<file path="src/rtl/hs4_push_sender_pkg.sv">
// Shared definitions for the four-phase push channel.
// State encodings are fixed so the matching receiver and benches agree.
package hs4_push_sender_pkg;

    typedef enum logic [1:0] {
        IDLE   = 2'd0,
        SETUP  = 2'd1,
        REQ_HI = 2'd2,
        ACK_HI = 2'd3
    } state_t;

    localparam int TMO_W = 8;

endpackage

</file>
<file path="src/rtl/hs4_fifo.sv">
// Input word buffer for the four-phase sender.
// Circular buffer; every update is qualified by ENA.
module hs4_fifo
    import hs4_push_sender_pkg::*;
#(
    parameter int WIDTH = 8,
    parameter int DEPTH = 4
) (
    input  logic                     CK,
    input  logic                     RS,
    input  logic                     ENA,
    input  logic                     push,
    input  logic [WIDTH-1:0]         wdata,
    input  logic                     pop,
    output logic [WIDTH-1:0]         head,
    output logic [$clog2(DEPTH):0]   count,
    output logic                     ready
);

    localparam int AW = $clog2(DEPTH);
    localparam int CW = AW + 1;

    logic [WIDTH-1:0] mem [DEPTH];
    logic [AW-1:0]    wr_ptr;
    logic [AW-1:0]    rd_ptr;
    logic [CW-1:0]    cnt;
    logic             do_push;
    logic             do_pop;

    assign ready   = (cnt != CW'(DEPTH));
    assign do_push = ENA & push & ready;
    assign do_pop  = ENA & pop & (cnt != '0);
    assign head    = mem[rd_ptr];
    assign count   = cnt;

    always_ff @(posedge CK or negedge RS) begin
        if (!RS) begin
            wr_ptr <= '0;
            rd_ptr <= '0;
            cnt    <= '0;
        end else begin
            if (do_push) wr_ptr <= wr_ptr + 1'b1;
            if (do_pop)  rd_ptr <= rd_ptr + 1'b1;
            case ({do_push, do_pop})
                2'b10:   cnt <= cnt + 1'b1;
                2'b01:   cnt <= cnt - 1'b1;
                default: cnt <= cnt;
            endcase
        end
    end

    // Storage needs no reset; COUNT gates every read.
    always_ff @(posedge CK) begin
        if (do_push) mem[wr_ptr] <= wdata;
    end

endmodule

</file>
<file path="src/rtl/hs4_push_sender.sv">
// Active end of a four-phase RTZ bundled-data channel.
// Buffers upstream words and drives REQ/DATA, stepping only on ENA.
module hs4_push_sender
    import hs4_push_sender_pkg::*;
#(
    parameter int WIDTH   = 8,
    parameter int DEPTH   = 4,
    parameter int TIMEOUT = 15
) (
    input  logic                     CK,
    input  logic                     RS,
    input  logic                     ENA,
    input  logic                     IN_VALID,
    input  logic [WIDTH-1:0]         IN_DATA,
    output logic                     IN_READY,
    output logic                     REQ,
    output logic [WIDTH-1:0]         DATA,
    input  logic                     ACK,
    output logic [$clog2(DEPTH):0]   COUNT,
    output logic                     BUSY,
    output logic                     ERR,
    input  logic                     ERR_CLR
);

    localparam logic [TMO_W-1:0] TMO_MAX = TMO_W'(TIMEOUT);

    state_t           state_q, state_d;
    logic             req_q, req_d;
    logic [WIDTH-1:0] data_q, data_d;
    logic [TMO_W-1:0] tmo_q, tmo_d;
    logic [TMO_W-1:0] tmo_inc;
    logic             err_q, err_d;
    logic             waiting;
    logic             pop;
    logic [WIDTH-1:0] head;

    hs4_fifo #(
        .WIDTH (WIDTH),
        .DEPTH (DEPTH)
    ) u_fifo (
        .CK    (CK),
        .RS    (RS),
        .ENA   (ENA),
        .push  (IN_VALID),
        .wdata (IN_DATA),
        .pop   (pop),
        .head  (head),
        .count (COUNT),
        .ready (IN_READY)
    );

    assign tmo_inc = tmo_q + 1'b1;

    always_comb begin
        state_d = state_q;
        req_d   = req_q;
        data_d  = data_q;
        tmo_d   = tmo_q;
        err_d   = err_q & ~ERR_CLR;
        waiting = 1'b0;
        pop     = 1'b0;
        unique case (state_q)
            IDLE: begin
                // ACK still high means the receiver has not finished RTZ.
                if (COUNT != '0 && !ACK) begin
                    state_d = SETUP;
                    data_d  = head;
                end
            end
            SETUP: begin
                state_d = REQ_HI;
                req_d   = 1'b1;
                tmo_d   = '0;
            end
            REQ_HI: begin
                if (ACK) begin
                    state_d = ACK_HI;
                    req_d   = 1'b0;
                    pop     = 1'b1;
                    tmo_d   = '0;
                end else begin
                    waiting = 1'b1;
                end
            end
            ACK_HI: begin
                if (!ACK) begin
                    state_d = IDLE;
                    tmo_d   = '0;
                end else begin
                    waiting = 1'b1;
                end
            end
        endcase
        // Counter parks at the limit so ERR is raised once per stall.
        if (waiting && tmo_q != TMO_MAX) begin
            tmo_d = tmo_inc;
            if (tmo_inc == TMO_MAX) err_d = 1'b1;
        end
    end

    always_ff @(posedge CK or negedge RS) begin
        if (!RS) begin
            state_q <= IDLE;
            req_q   <= 1'b0;
            data_q  <= '0;
            tmo_q   <= '0;
            err_q   <= 1'b0;
        end else if (ENA) begin
            state_q <= state_d;
            req_q   <= req_d;
            data_q  <= data_d;
            tmo_q   <= tmo_d;
            err_q   <= err_d;
        end
    end

    assign REQ  = req_q;
    assign DATA = data_q;
    assign ERR  = err_q;
    assign BUSY = (state_q != IDLE) || (COUNT != '0);

endmodule
</file>
<file path="config.mk">
export PLATFORM = sky130hd
export DESIGN_NAME = hs4_push_sender
export DESIGN_NICKNAME = d
export VERILOG_FILES = /design/src/rtl/hs4_push_sender_pkg.sv /design/src/rtl/hs4_fifo.sv /design/src/rtl/hs4_push_sender.sv
export SDC_FILE = /design/constraint.sdc
export NUM_CORES = 1
export LEC_CHECK = 0
export ABC_AREA = 1
export CAP_MARGIN = 15
export CORE_ASPECT_RATIO = 0.75
export CORE_MARGIN = 1.5
export CORE_UTILIZATION = 40
export DETAILED_ROUTE_END_ITERATION = 7
export GPL_ROUTABILITY_DRIVEN = 0
export PLACE_DENSITY = 0.63
export SYNTH_ARGS = -nofsm -noshare
export SYNTH_HDL_FRONTEND = slang
export SYNTH_SLANG_ARGS = --single-unit
</file>
<file path="constraint.sdc">
create_clock -name CK -period 2.76 [get_ports CK]
set_input_delay 0.414 -clock CK [delete_from_list [all_inputs] [get_ports CK]]
set_output_delay 0.414 -clock CK [all_outputs]
set_load 0.01 [all_outputs]
</file>
==> run metrics <==
diode count=0; Routed WL per cell=12.7 um; layout cells sized above 1=a little under an eighth; Clock transition at path regs=70 ps; Leak=roughly 1.4 nW; GRT Total Usage=about 15%; first-pass GRT wire length=8.74 mm; gr ovfl total=0; Fmax=around 440 MHz; DR top layer=met4; minimum clock period after layout=2270 ps; die height=75.5 um; RSZ-0062 raised after global routing=no; Yosys reg bits=59; die footprint=7530 um^2; total of max-cap violations=0; crit-path cells=inv_1, ha_1, inv_1, nor3_2, nand2_1, inv_1, ha_1, inv_1, fa_1, a21oi_1, o21ai_0, xor2_1; clk_lat worst skew=330 ps; routed wl met3=~240 um; vias per cell=~4.6; Filler cells=around 630; # hold bufs at CTS=0; R2R depth=12; Hold Crit Class=input port to async pin; clk buf depth=2; Final TNS setup=0 ps; Least-Margin Pin Slew=approximately 550 ps; worst r2r dst=u_fifo.count[2]; clock sink count=between 50 and 60; HPWL Detailed=3.76 mm; Num CTS Buffers=9; CP max stage cell=dfrtp_1; DRC=0; antenna-violating nets left=0; Row Count=26; final worst-path cycle share=around 82%; Max VDD drop=~0.0003 V; Setup Skew=roughly 15 ps; met2 WL=between 2 and 2.5 mm; Area growth syn-to-layout=20.9%; Yosys warning total=0; vias in the first global route=~1800; # IOs=29; critical path class=flop to flop; Nets=roughly 350; Worst EP arrival=roughly 2500 ps; cell mode on critical path=inv_1; Mapped Area=between 2000 and 3000 um^2; Slew Limit Fails=0; Mapped Cells=roughly 290; Setup crit start kind=flop; final WL=roughly 5.3 mm; Cell variety after synth=25; sequential-to-total area share from yosys stat=approximately three fifths; status=finished, final reports clean; CP top delay family=adder cells; routed via count=1929; Syn Nets=around 310; DR iter-0 viols=87; slowest stage delay, CP=420 ps; count of final hold-check violations=0; CTS tree=yes; Root Buffer=clkbuf_8; Post-Route M1 WL=2.72 mm; final core occ=between 40% and 50%; Die W=about 100 um; Critical Path RT=slightly below 3000 ps; crit end category=flop; final hold slack=between 400 and 500 ps; reg2reg setup slack=490 ps; core area=6800 um^2; # setup viols final=0; Initial Util=41.3%; relative slew slack=between 60% and 70%; PortBufs=28; pwr dens=just under 900 nW/um^2; CTS H-tree depth=3; Bufs and invs on worst path=4; r2r startpoint=state_q[0]; Mean Syn Cell Area=~9.8 um^2; setup bufs post-CTS=0; Pwr Total=3.03 mW; initial antenna violation count=0; first drt pass iteration count=4; Max FO, Critical Path=4; largest net degree at the start of global routing=28; # resized after CTS=0
worst register-to-register path: stages, from the launching register on:
cell and delay, ps:
dfrtp_1 420, inv_1 120, ha_1 180, inv_1 80
nor3_2 150, nand2_1 110, inv_1 90, ha_1 140
inv_1 60, fa_1 390, a21oi_1 150, o21ai_0 110
xor2_1 150
layout by cell type, fill, tap and decap left out, drive strengths merged, types with 6 or more instances in the layout:
cell type and count:
nand3 10, inv 29, nor2 50, dfrtp 27, a21oi 6, clkbuf 10, nand2 57, buf 10
edfxtp 32, ha 12, o21ai 44, clkdlybuf4s50 28
report_power, final:
| part | total [mW] | switching (mW) | internal [mW] |
|---|---|---|---|
| Clock | 0.714 | 0.314 | 0.400 |
| Combinational | 1.06 | 0.615 | 0.446 |
| Sequential | 1.26 | 0.135 | 1.12 |
per-stage QoR:
step | area, um^2 | worst slack [ps] | instances
after floorplan | 2810 | 721 | 285
after global placement | 3220 | 264 | 400
after detailed placement | 3220 | 202 | 400
after CTS | 3390 | 492 | 415
after global routing | 3390 | 273 | 415
final | 3390 | 489 | 415
final cells by class:
class	count	area (um^2)	share of cell area, %
Sequential cell	59	1640	48.2
Multi-Input combinational cell	190	1010	29.9
Timing Repair Buffer	38	355	10.5
Clock buffer	10	128	3.76
Inverter	29	109	3.21
Tap cell	84	105	3.10
Clock inverter	5	45.0	1.33
sequential cells by signal, indices dropped and copies added, names as in the netlist:
| register | count |
|---|---|
| DATA | 8 |
| ERR | 1 |
| REQ | 1 |
| state_q | 2 |
| tmo_q | 8 |
| u_fifo.count | 3 |
| u_fifo.mem | 32 |
| u_fifo.rd_ptr | 2 |
| u_fifo.wr_ptr | 2 |
per-layer routing:
layer | vias to the layer above | GRT usage, %
met3 | 2 | 5.32
met4 | 0 | 4.69
met1 | 870 | 22.1
met5 | - | 0
met2 | 41 | 22.0
li1 | 1016 | -
cells in the mapped netlist:
cell type | count | area [um^2]
fa_1 | 1 | 20.0
o21ai_2 | 7 | 61.3
xnor2_1 | 1 | 8.76
nand3_2 | 2 | 20.0
nor2_2 | 3 | 18.8
buf_2 | 4 | 20.0
nand4_1 | 1 | 6.26
buf_6 | 1 | 11.3
buf_4 | 2 | 15.0
edfxtp_1 | 32 | 961
inv_1 | 27 | 101
xor2_1 | 4 | 35.0
inv_2 | 2 | 7.51
a21oi_4 | 1 | 16.3
nand2_2 | 2 | 12.5
nand3_1 | 8 | 40.0
nor3_2 | 1 | 10.0
nand3b_1 | 2 | 15.0
a21oi_1 | 5 | 25.0
o21ai_0 | 37 | 185
nand2_1 | 55 | 206
dfrtp_1 | 27 | 676
ha_1 | 12 | 150
o21bai_1 | 1 | 7.51
nor2_1 | 47 | 176
how the worst max path moves through the flow:
stage / from / endpoint / slack [ps] / cells after the start
finish: state_q[0] / u_fifo.count[2] / 490 / 12
global route: state_q[0] / u_fifo.count[2] / 270 / 12
global placement: ACK / u_fifo.count[2] / 260 / 11
detailed placement: ACK / u_fifo.count[2] / 200 / 11
CTS: state_q[0] / u_fifo.count[2] / 490 / 12
floorplan: state_q[0] / u_fifo.count[2] / 720 / 12
cells by family after synthesis:
group,after synthesis,share of synthesized area (%)
fa+ha+maj,13,6.06
compound gates,51,10.5
simple gates,121,18.0
xor+xnor,5,1.56
buf+inv,36,5.53
flops,59,58.3
Note: power is estimated with default switching activity, not from simulation.
==> RTL change (same flow settings) <==
Encoding of `state_t`: now Gray code (2 bits for 4 states).
--- a/src/rtl/hs4_push_sender_pkg.sv
+++ b/src/rtl/hs4_push_sender_pkg.sv
@@ -3,10 +3,10 @@
 package hs4_push_sender_pkg;
 
     typedef enum logic [1:0] {
-        IDLE   = 2'd0,
-        SETUP  = 2'd1,
-        REQ_HI = 2'd2,
-        ACK_HI = 2'd3
+        IDLE   = 2'b00,
+        SETUP  = 2'b01,
+        REQ_HI = 2'b11,
+        ACK_HI = 2'b10
     } state_t;
 
     localparam int TMO_W = 8;
Check against the original RTL: no difference found for any inputs over 10 cycles, from zero or initial values; not proved beyond that.
==> RTL change against the unedited design <==
  * The flow now finishes with violations (DRC)
  * Via count is 1.2% lower
  * Worst setup slack better by 0.13 ns
  * First-iteration DRC count is 14% higher
  * Total power is 2.2% higher
  * Design area is 3.0% lower
  * Area after synthesis is 2.2% lower
  * Non-clock buffer count is 5 lower
  * Sequential cell count stayed put
  * Critical path type is now reg2out
  * Routed wire length is 3.2% higher
==> RTL change: results (changes against the unedited design) <==
VDD IR max: 278 uV (-8.7%)
Async SR Flop Fraction: 0.458 (unchanged)
Setup Fix Bufs, Post-CTS: 0 (unchanged)
crit-path max FO: 7 (+3)
Fmax: 468 MHz (+6.2%)
Clock transition at path regs: 0.08 ns
Leakage: 1.32 nW (-6.4%)
Area after DPL: 0.00312 mm^2 (-3.2%)
die area: 0.00737 mm^2 (-2.2%)
worst hold path type: in2async
Root Buffer: clkbuf_8
failing checks: DRC
Synth area leaders: edfxtp_1, dfrtp_1, nand2_1
final hold slack: 0.439 ns (-0.00494 ns)
status: complete, but fails checks
number of synthesized flops with an enable pin: 32 (unchanged)
Total GRT Usage: 0.160 (+0.00617)
Primary FF master, synth: edfxtp_1
initial DRC count: 99 (+14%)
Routed Antenna Nets: 0 (unchanged)
CTS H-tree lvls: 3 (unchanged)
antenna violations before repair: 0 (unchanged)
layout cells sized above 1: 0.116 (+0.000821)
R2R setup slack: 0.75 ns (+0.26 ns)
sequential area share after synthesis: 0.596 (+0.0133)
synth cell count leaders: nand2_1, nor2_1, o21ai_0, edfxtp_1, inv_1
syn avg cell area: 9.87 um^2 (+0.23%)
drt first pass iters: 8 (+4)
placed insts: 385 (-3.8%)
post-detail-place hpwl: 3770 um (+0.24%)
Layout fillers: 592 (-5.3%)
maxcap violations: 0 (unchanged)
arrival time at the worst endpoint: 1.72 ns (-0.77 ns)
Reg2Reg Depth: 10 (-2)
IO Port Bufs: 28 (unchanged)
Mapped Nets: 300 (-3.8%)
total number of vias: 1,906 (-1.2%)
clock latency on the worst-skew pair: 0.34 ns
largest net degree at the start of global routing: 28 (unchanged)
Clock Skews: 0.0109 ns (-0.00379 ns)
WL final: 5430 um (+3.2%)
unique cell type count in the Yosys netlist: 28 (+12%)
DRC: 2 (+2)
Slew @ Worst Pin: 0.692 ns (+0.141 ns)
Vias/cell: 4.75 (+2.3%)
number of global-route vias before repair: 1,758 (-1.6%)
fin nets: 337 (-4.8%)
Num CTS Buffers: 9 (unchanged)
global-route wire length before repair: 8760 um (+0.32%)
Setup WS pre-CTS: 0.261 ns (+0.0582 ns)
-- RTL change: logic make-up (layout without fill, tap and decap cells) --
| group | Yosys count | in the layout | synth area share |
|---|---|---|---|
| adders and majority gates | 8 | 8 | 0.0392 |
| AOI/OAI and AO/OA | 50 | 50 | 0.103 |
| xor gates and xnor gates | 5 | 5 | 0.0160 |
| and+or+nand+nor | 116 | 116 | 0.184 |
| buffers and inverters | 40 | 82 | 0.0620 |
| DFF | 59 | 59 | 0.596 |
-- RTL change: cell type report --
cell class | count | area (um^2) | share of cell area
repair buffers | 33 | 318 | 0.0965
multi-input cells | 179 | 937 | 0.285
clock buffers | 9 | 124 | 0.0376
inverters | 33 | 124 | 0.0376
well taps | 81 | 101 | 0.0308
clock inverters | 7 | 51.3 | 0.0156
flip-flops and latches | 59 | 1640 | 0.497
-- RTL change: worst max-delay path by stage --
stage	startpoint	end	cells past startpoint
5_1_grt	ENA	u_fifo.count[2]	11
3_5_place_dp	ENA	u_fifo.count[2]	11
6_report	state_q[0]	BUSY	3
3_3_place_gp	ENA	u_fifo.count[2]	11
2_1_floorplan	u_fifo.count[0]	u_fifo.count[2]	9
4_1_cts	state_q[0]	BUSY	3
-- RTL change: per-layer routing --
layer | track usage | wire length, um
met3 | 0.0548 | 221
met4 | 0.0571 | 66
met1 | 0.233 | 2930
met2 | 0.221 | 2210
met5 | 0 | 0
-- RTL change: power by group --
group          internal (mW)  switching [mW]
Combinational          0.449           0.592
Sequential              1.14           0.218
Clock                  0.331           0.370
Total                   1.92            1.18
-- RTL change: worst max-delay path: stages (launching register included) --
cell	delay [ns]
dfrtp_1	0.48
nor2_1	0.28
nand4_1	0.13
clkdlybuf4s50_1	0.50
